$ cat src/rtl/muldiv_alu_control.sv
// ALU control unit with a bit-serial multiply/divide engine and HI/LO registers.
// Decodes {alu_op_i, alu_function_i} into a 4-bit ALU operation code. Runs
// MULT/MULTU/DIV/DIVU at one bit per cycle and serves MFHI/MFLO reads.
// Ports:
//   clk, reset                      - rising-edge clock, synchronous active-high reset
//   alu_op_i, alu_function_i        - class from main control and the funct field
//   issue_valid_i                   - the instruction in execute is valid
//   rs_data_i, rt_data_i            - operand A (multiplicand/dividend), operand B
//   alu_operation_o                 - ALU operation code (combinational)
//   hilo_sel_o, hilo_data_o         - result mux select for MFHI/MFLO and the HI/LO value
//   stall_o                         - hold the pipeline this cycle (combinational)
//   busy_o                          - engine is in RUN or FIX
module muldiv_alu_control #(
  parameter int unsigned DATA_WIDTH   = 32,
  parameter int unsigned ALU_OP_WIDTH = 3
) (
  input  logic                    clk,
  input  logic                    reset,
  input  logic [ALU_OP_WIDTH-1:0] alu_op_i,
  input  logic [5:0]              alu_function_i,
  input  logic                    issue_valid_i,
  input  logic [DATA_WIDTH-1:0]   rs_data_i,
  input  logic [DATA_WIDTH-1:0]   rt_data_i,
  output logic [3:0]              alu_operation_o,
  output logic                    hilo_sel_o,
  output logic [DATA_WIDTH-1:0]   hilo_data_o,
  output logic                    stall_o,
  output logic                    busy_o
);

  localparam int unsigned W  = DATA_WIDTH;
  localparam int unsigned CW = $clog2(DATA_WIDTH);

  localparam logic [1:0] S_IDLE = 2'd0;
  localparam logic [1:0] S_RUN  = 2'd1;
  localparam logic [1:0] S_FIX  = 2'd2;

  localparam logic [ALU_OP_WIDTH-1:0] OP_RTYPE = ALU_OP_WIDTH'(7);
  localparam logic [ALU_OP_WIDTH-1:0] OP_ADDI  = ALU_OP_WIDTH'(4);
  localparam logic [ALU_OP_WIDTH-1:0] OP_LUI   = ALU_OP_WIDTH'(0);
  localparam logic [ALU_OP_WIDTH-1:0] OP_ORI   = ALU_OP_WIDTH'(1);

  localparam logic [5:0] FN_ADD   = 6'b100000;
  localparam logic [5:0] FN_OR    = 6'b100101;
  localparam logic [5:0] FN_SLL   = 6'b000000;
  localparam logic [5:0] FN_MULT  = 6'b011000;
  localparam logic [5:0] FN_MULTU = 6'b011001;
  localparam logic [5:0] FN_DIV   = 6'b011010;
  localparam logic [5:0] FN_DIVU  = 6'b011011;
  localparam logic [5:0] FN_MFHI  = 6'b010000;
  localparam logic [5:0] FN_MFLO  = 6'b010010;

  localparam logic [CW-1:0] CNT_LAST = CW'(DATA_WIDTH - 1);

  logic [1:0]      state_q, state_d;
  logic [CW-1:0]   cnt_q, cnt_d;
  logic            busy_q, busy_d;
  logic [2*W-1:0]  acc_q, acc_d;      // product, or quotient in the low half
  logic [W:0]      rem_q, rem_d;      // partial remainder for divide
  logic [W-1:0]    op2_q, op2_d;      // multiplicand magnitude or divisor magnitude
  logic [W-1:0]    rs_q, rs_d;        // raw dividend, returned in HI on divide by zero
  logic            is_div_q, is_div_d;
  logic            neg_res_q, neg_res_d;
  logic            neg_rem_q, neg_rem_d;
  logic            div0_q, div0_d;
  logic [W-1:0]    hi_q, hi_d;
  logic [W-1:0]    lo_q, lo_d;

  logic            rtype, is_muldiv, is_mfhi, is_mflo, accept;
  logic            op_div, op_signed, a_neg, b_neg;
  logic [W-1:0]    a_mag, b_mag;
  logic [W:0]      mul_sum;
  logic [W:0]      div_shift;
  logic [W+1:0]    div_diff;
  logic [2*W-1:0]  prod_fix;
  logic [W-1:0]    quo_fix, rem_fix;

  // Instruction classification
  assign rtype     = (alu_op_i == OP_RTYPE);
  assign is_muldiv = (alu_function_i == FN_MULT) || (alu_function_i == FN_MULTU) ||
                     (alu_function_i == FN_DIV)  || (alu_function_i == FN_DIVU);
  assign is_mfhi   = (alu_function_i == FN_MFHI);
  assign is_mflo   = (alu_function_i == FN_MFLO);

  // ALU operation decode
  always_comb begin
    alu_operation_o = 4'b1001;
    if (rtype) begin
      case (alu_function_i)
        FN_ADD:   alu_operation_o = 4'b0011;
        FN_OR:    alu_operation_o = 4'b0001;
        FN_SLL:   alu_operation_o = 4'b0010;
        FN_MULT, FN_MULTU, FN_DIV, FN_DIVU,
        FN_MFHI, FN_MFLO: alu_operation_o = 4'b1000;
        default:  alu_operation_o = 4'b1001;
      endcase
    end else begin
      case (alu_op_i)
        OP_ADDI: alu_operation_o = 4'b0011;
        OP_LUI:  alu_operation_o = 4'b0000;
        OP_ORI:  alu_operation_o = 4'b0001;
        default: alu_operation_o = 4'b1001;
      endcase
    end
  end

  // Pipeline handshake; stall implies busy, so accepts only happen in IDLE
  assign stall_o     = issue_valid_i & busy_q & rtype & (is_muldiv | is_mfhi | is_mflo);
  assign accept      = issue_valid_i & rtype & is_muldiv & ~stall_o;
  assign hilo_sel_o  = issue_valid_i & rtype & (is_mfhi | is_mflo);
  assign hilo_data_o = (rtype & is_mfhi) ? hi_q : lo_q;
  assign busy_o      = busy_q;

  // Operand magnitudes; funct bit 1 selects divide, bit 0 selects unsigned
  assign op_div    = alu_function_i[1];
  assign op_signed = ~alu_function_i[0];
  assign a_neg     = op_signed & rs_data_i[W-1];
  assign b_neg     = op_signed & rt_data_i[W-1];
  assign a_mag     = a_neg ? -rs_data_i : rs_data_i;
  assign b_mag     = b_neg ? -rt_data_i : rt_data_i;

  // One shift-add multiply step: add multiplicand to upper half when LSB set
  assign mul_sum   = {1'b0, acc_q[2*W-1:W]} + (acc_q[0] ? {1'b0, op2_q} : (W+1)'(0));

  // One restoring divide step; the top bit of div_diff is the borrow
  assign div_shift = {rem_q[W-1:0], acc_q[W-1]};
  assign div_diff  = {rem_q, acc_q[W-1]} - (W+2)'(op2_q);

  // Sign correction applied in FIX; MIN / -1 wraps back to MIN with zero remainder
  assign prod_fix  = neg_res_q ? -acc_q : acc_q;
  assign quo_fix   = neg_res_q ? -acc_q[W-1:0] : acc_q[W-1:0];
  assign rem_fix   = neg_rem_q ? -rem_q[W-1:0] : rem_q[W-1:0];

  // Next-state and datapath
  always_comb begin
    state_d   = state_q;
    cnt_d     = cnt_q;
    acc_d     = acc_q;
    rem_d     = rem_q;
    op2_d     = op2_q;
    rs_d      = rs_q;
    is_div_d  = is_div_q;
    neg_res_d = neg_res_q;
    neg_rem_d = neg_rem_q;
    div0_d    = div0_q;
    hi_d      = hi_q;
    lo_d      = lo_q;

    case (state_q)
      S_IDLE: begin
        if (accept) begin
          state_d   = S_RUN;
          cnt_d     = '0;
          acc_d     = {W'(0), op_div ? a_mag : b_mag};
          op2_d     = op_div ? b_mag : a_mag;
          rem_d     = '0;
          rs_d      = rs_data_i;
          is_div_d  = op_div;
          neg_res_d = a_neg ^ b_neg;
          neg_rem_d = a_neg;
          div0_d    = op_div & (rt_data_i == '0);
        end
      end
      S_RUN: begin
        cnt_d = cnt_q + CW'(1);
        if (is_div_q) begin
          acc_d[W-1:0] = {acc_q[W-2:0], ~div_diff[W+1]};
          rem_d        = div_diff[W+1] ? div_shift : div_diff[W:0];
        end else begin
          acc_d = {mul_sum, acc_q[W-1:1]};
        end
        if (cnt_q == CNT_LAST) state_d = S_FIX;
      end
      S_FIX: begin
        state_d = S_IDLE;
        if (is_div_q) begin
          if (div0_q) begin
            lo_d = '1;
            hi_d = rs_q;
          end else begin
            lo_d = quo_fix;
            hi_d = rem_fix;
          end
        end else begin
          hi_d = prod_fix[2*W-1:W];
          lo_d = prod_fix[W-1:0];
        end
      end
      default: state_d = S_IDLE;
    endcase

    busy_d = (state_d != S_IDLE);
  end

  // State registers
  always_ff @(posedge clk) begin
    if (reset) begin
      state_q   <= S_IDLE;
      cnt_q     <= '0;
      busy_q    <= 1'b0;
      acc_q     <= '0;
      rem_q     <= '0;
      op2_q     <= '0;
      rs_q      <= '0;
      is_div_q  <= 1'b0;
      neg_res_q <= 1'b0;
      neg_rem_q <= 1'b0;
      div0_q    <= 1'b0;
      hi_q      <= '0;
      lo_q      <= '0;
    end else begin
      state_q   <= state_d;
      cnt_q     <= cnt_d;
      busy_q    <= busy_d;
      acc_q     <= acc_d;
      rem_q     <= rem_d;
      op2_q     <= op2_d;
      rs_q      <= rs_d;
      is_div_q  <= is_div_d;
      neg_res_q <= neg_res_d;
      neg_rem_q <= neg_rem_d;
      div0_q    <= div0_d;
      hi_q      <= hi_d;
      lo_q      <= lo_d;
    end
  end

endmodule

$ cat config.mk
export PLATFORM = sky130hd
export DESIGN_NAME = muldiv_alu_control
export DESIGN_NICKNAME = d
export VERILOG_FILES = /design/src/rtl/muldiv_alu_control.sv
export SDC_FILE = /design/constraint.sdc
export NUM_CORES = 1
export LEC_CHECK = 0
export ABC_AREA = 0
export BUFFER_PORTS_ARGS = -buffer_cell sky130_fd_sc_hd__clkbuf_2
export CAP_MARGIN = 20
export CORE_ASPECT_RATIO = 0.6
export CORE_MARGIN = 4
export CORE_UTILIZATION = 43
export CTS_CLUSTER_DIAMETER = 30
export CTS_CLUSTER_SIZE = 24
export DETAILED_ROUTE_END_ITERATION = 6
export SETUP_SLACK_MARGIN = 0.02
export SKIP_CTS_REPAIR_TIMING = 1
export SYNTH_ARGS = -nofsm -noshare
export SYNTH_HDL_FRONTEND = slang
export SYNTH_SLANG_ARGS = --single-unit
$ cat constraint.sdc
create_clock -name clk -period 4.6 [get_ports clk]
set_input_delay 0.92 -clock clk [delete_from_list [all_inputs] [get_ports clk]]
set_output_delay 0.92 -clock clk [all_outputs]
set_load 0.05 [all_outputs]
==> flow_summary.yaml <==
run_status:
  status: "complete, no violations"
clock_network:
  htreeDepth: 2
  ctsLongestPathBuffers: 3
  cts.clk_slew.worst_paths_ns: 0.05
  cts_tree: "yes"
  cts_buffers: 49
  clock_latency_ns: 0.57
  cts-root-buf: "clkbuf_16"
  cts.sinks: 237
synth:
  synth_edf_count: 0
  syn-cell-area_mm2: 0.0173
  synthTopCellsByArea: "dfxtp_1 (27%), xnor2_1 (6.9%), nand2_1 (6.3%)"
  synthDominantCellAreaShare_pct: 27.5
  ys_warn_count: 0
  syn_nets: 2441
  async_flop_share_pct: 0
  synth-main-ff-cell: "dfxtp_1"
  ys_types: 82
  yosys_register_bits: 237
  syn_inst: 2293
  ys_seq_area_share_pct: 27.5
  syn_avg_cell_area_um2: 7.53
  yosys.area.top_type: "dfxtp_1"
power_and_ir_drop:
  p_leak_nw: 7.90
  ir_worst_vdd_mv: 0.329
  powerDensity_mw_per_mm2: 317
place:
  post_dp_cell_area_mm2: 0.0183
  place.gp.congestion: 0.951
  portBuffers: 113
  dp_cells: 2823
  hpwl_um: 53900
die:
  die_h_um: 163
  row_count: 56
  dieArea_mm2: 0.0435
  num_io_pins: 115
  die_w_um: 267
  core_area_mm2: 0.0394
  initial_utilization_pct: 43.9
route:
  drc_errors: 0
  vias_per_cell: 6.17
  routed_wl_um: 70500
  drtAntennaViolNets: 0
  drt-initial-drc-count: 2676
  vias: 18000
  wl_per_cell_um: 24.2
  firstDrtPassIters: 6
sta:
  setup_viol: 0
  hold_ws_ns: 0.448
  finalCriticalPeriod_ns: 4.09
  hold_viol_final: 0
  grt_setup_unrepaired: "no"
  skew_ns: 0.0139
  max_freq_mhz: 244
  slew_headroom_pct: 15.6
  fin_crit_sh_pct: 88.9
  maxSlewViolCount: 0
  setup_tns_ns: 0
  max_slew.worst_pin.slew_ns: 1.25
critical_path:
  crit_chain: "inv_1, ha_1, inv_1, fa_1, a211oi_1, o211ai_1, nand2_1, o21ai_0, o22a_1, a21oi_1, o21ai_0, a311o_1, and3_1, or3_1"
  setup.worst_path.class: "reg -> reg"
  worst-path-max-fanout: 5
  worstPathArrival_ns: 4.54
  crit_family: "compound AO/OA/AOI/OAI gates"
  max_stage_delay_ns: 0.44
  start_kind: "flip-flop"
  endpoint_kind: "flip-flop"
  crit_buf_inv: 2
  cp_data_required_time_ns: 5.05
  slowest_stage: "a311o_1"
final_layout:
  fin_cells: 2915
  area_growth_pct: 16.1
  finalNetCount: 2500
  fin_area_mm2: 0.0201
  antenna_cells: 0
  layout-drive-gt1-share_pct: 13.3
global_routing:
  track_usage_pct: 31.3
  grt_max_degree: 75
  antenna_found_initial: 1
  grt_pass1_wl_um: 104000
  grt_remaining_overflow: 0
  grt_pass1_vias: 16400
hold_path:
  hp-class: "reg -> reg"
flow_run:
  maxCapViolations: 0
path summary, 6_finish.rpt:
check,slack [ns],to,depth (start not counted),startpoint
worst min register to register,0.45,hi_q[1]$_SDFFE_PP0N_,2,hi_q[1]$_SDFFE_PP0N_
worst min-delay path,0.45,hi_q[1]$_SDFFE_PP0N_,2,hi_q[1]$_SDFFE_PP0N_
worst max register to register,0.51,rem_q[32]$_SDFFE_PP0P_,14,acc_q[31]$_SDFFE_PP0P_
worst max-delay path,0.51,rem_q[32]$_SDFFE_PP0P_,14,acc_q[31]$_SDFFE_PP0P_
flip-flops by register name, summed over array words and instances (netlist names), 2 cells and up:
name and cells:
acc_q 64, op2_q 32, cnt_q 5, rs_q 32, lo_q 32, rem_q 33, state_q 2, hi_q 32
power breakdown:
group          total [mW]  internal [mW]  switching (mW)
clock network        3.79           2.51            1.28
registers            2.07           2.06         0.00480
logic               0.512          0.156           0.356
total                6.36           4.72            1.64
per-stage QoR:
stage                     total power [mW]  util (%)  setup slack [ns]
final                                 6.36      50.9             0.510
after floorplan                       2.39         -             0.927
after global placement                2.60      46.5             0.662
after detailed placement              2.60      46.5             0.658
after CTS                             6.37      50.9             0.613
after global routing                  6.51      50.9             0.297
Yosys cell counts (all sizes together), types with 5 or more instances:
cell and instances:
nand2 290, dfxtp 237, nor2 212, a21oi 186, o21ai 178, xnor2 136, clkbuf 132, a211oi 93
inv 92, ha 70, xor2 66, nor3 58, nand3 39, o211ai 38, mux2 34, o31ai 33
a21o 32, mux2i 31, a222oi 29, nand2b 26, o41ai 22, buf 20, a31oi 19, nor4 19
or4 19, a221o 18, a22o 18, nor2b 16, and3 13, or3 13, and2 12, nand4 11
o21a 11, a311oi 8, a2111oi 5, a22oi 5, o21bai 5
layout make-up:
type | instances | area [um^2]
clock buffer | 65 | 1380
clock inverter | 27 | 374
fill | 3899 | 19300
inverter | 93 | 349
multi-input combinational | 1811 | 11600
sequential | 237 | 4750
tap | 522 | 653
timing repair buffer | 160 | 928
kinds of logic (layout without fill, tap and decap cells):
logic type	after synthesis	count (layout)	synth area share (%)
simple gates	740	740	19.4
flops	237	237	27.5
other cells	1	1	0.0217
compound gates	731	731	28.0
mux	65	65	4.01
fa+ha+maj	72	72	5.30
buf+inv	245	345	5.46
xor+xnor	202	202	10.3
cells in the final DEF, fill, tap and decap left out, drive strengths merged, types with 22 or more instances in the layout:
master  instances
a211oi         93
a21o           32
a21oi         186
a222oi         29
buf            48
clkbuf        177
dfxtp         237
ha             70
inv            99
mux2           34
mux2i          31
nand2         290
nand2b         26
nand3          39
nor2          212
nor3           58
o211ai         38
o21ai         178
o31ai          33
o41ai          22
xnor2         136
xor2           66
tightest hold or removal path: stages (launching register included):
cell,delay [ns]
dfxtp_1,0.32
nand2_1,0.04
o21ai_0,0.05
per-layer routing:
| layer | routed length [um] | GRT usage (%) |
|---|---|---|
| met1 | 32200 | 46.4 |
| met4 | 1270 | 6.16 |
| met2 | 26500 | 40.5 |
| met5 | 0 | 0.450 |
| met3 | 10600 | 15.1 |
No activity file was read; power rests on OpenSTA's default activity.
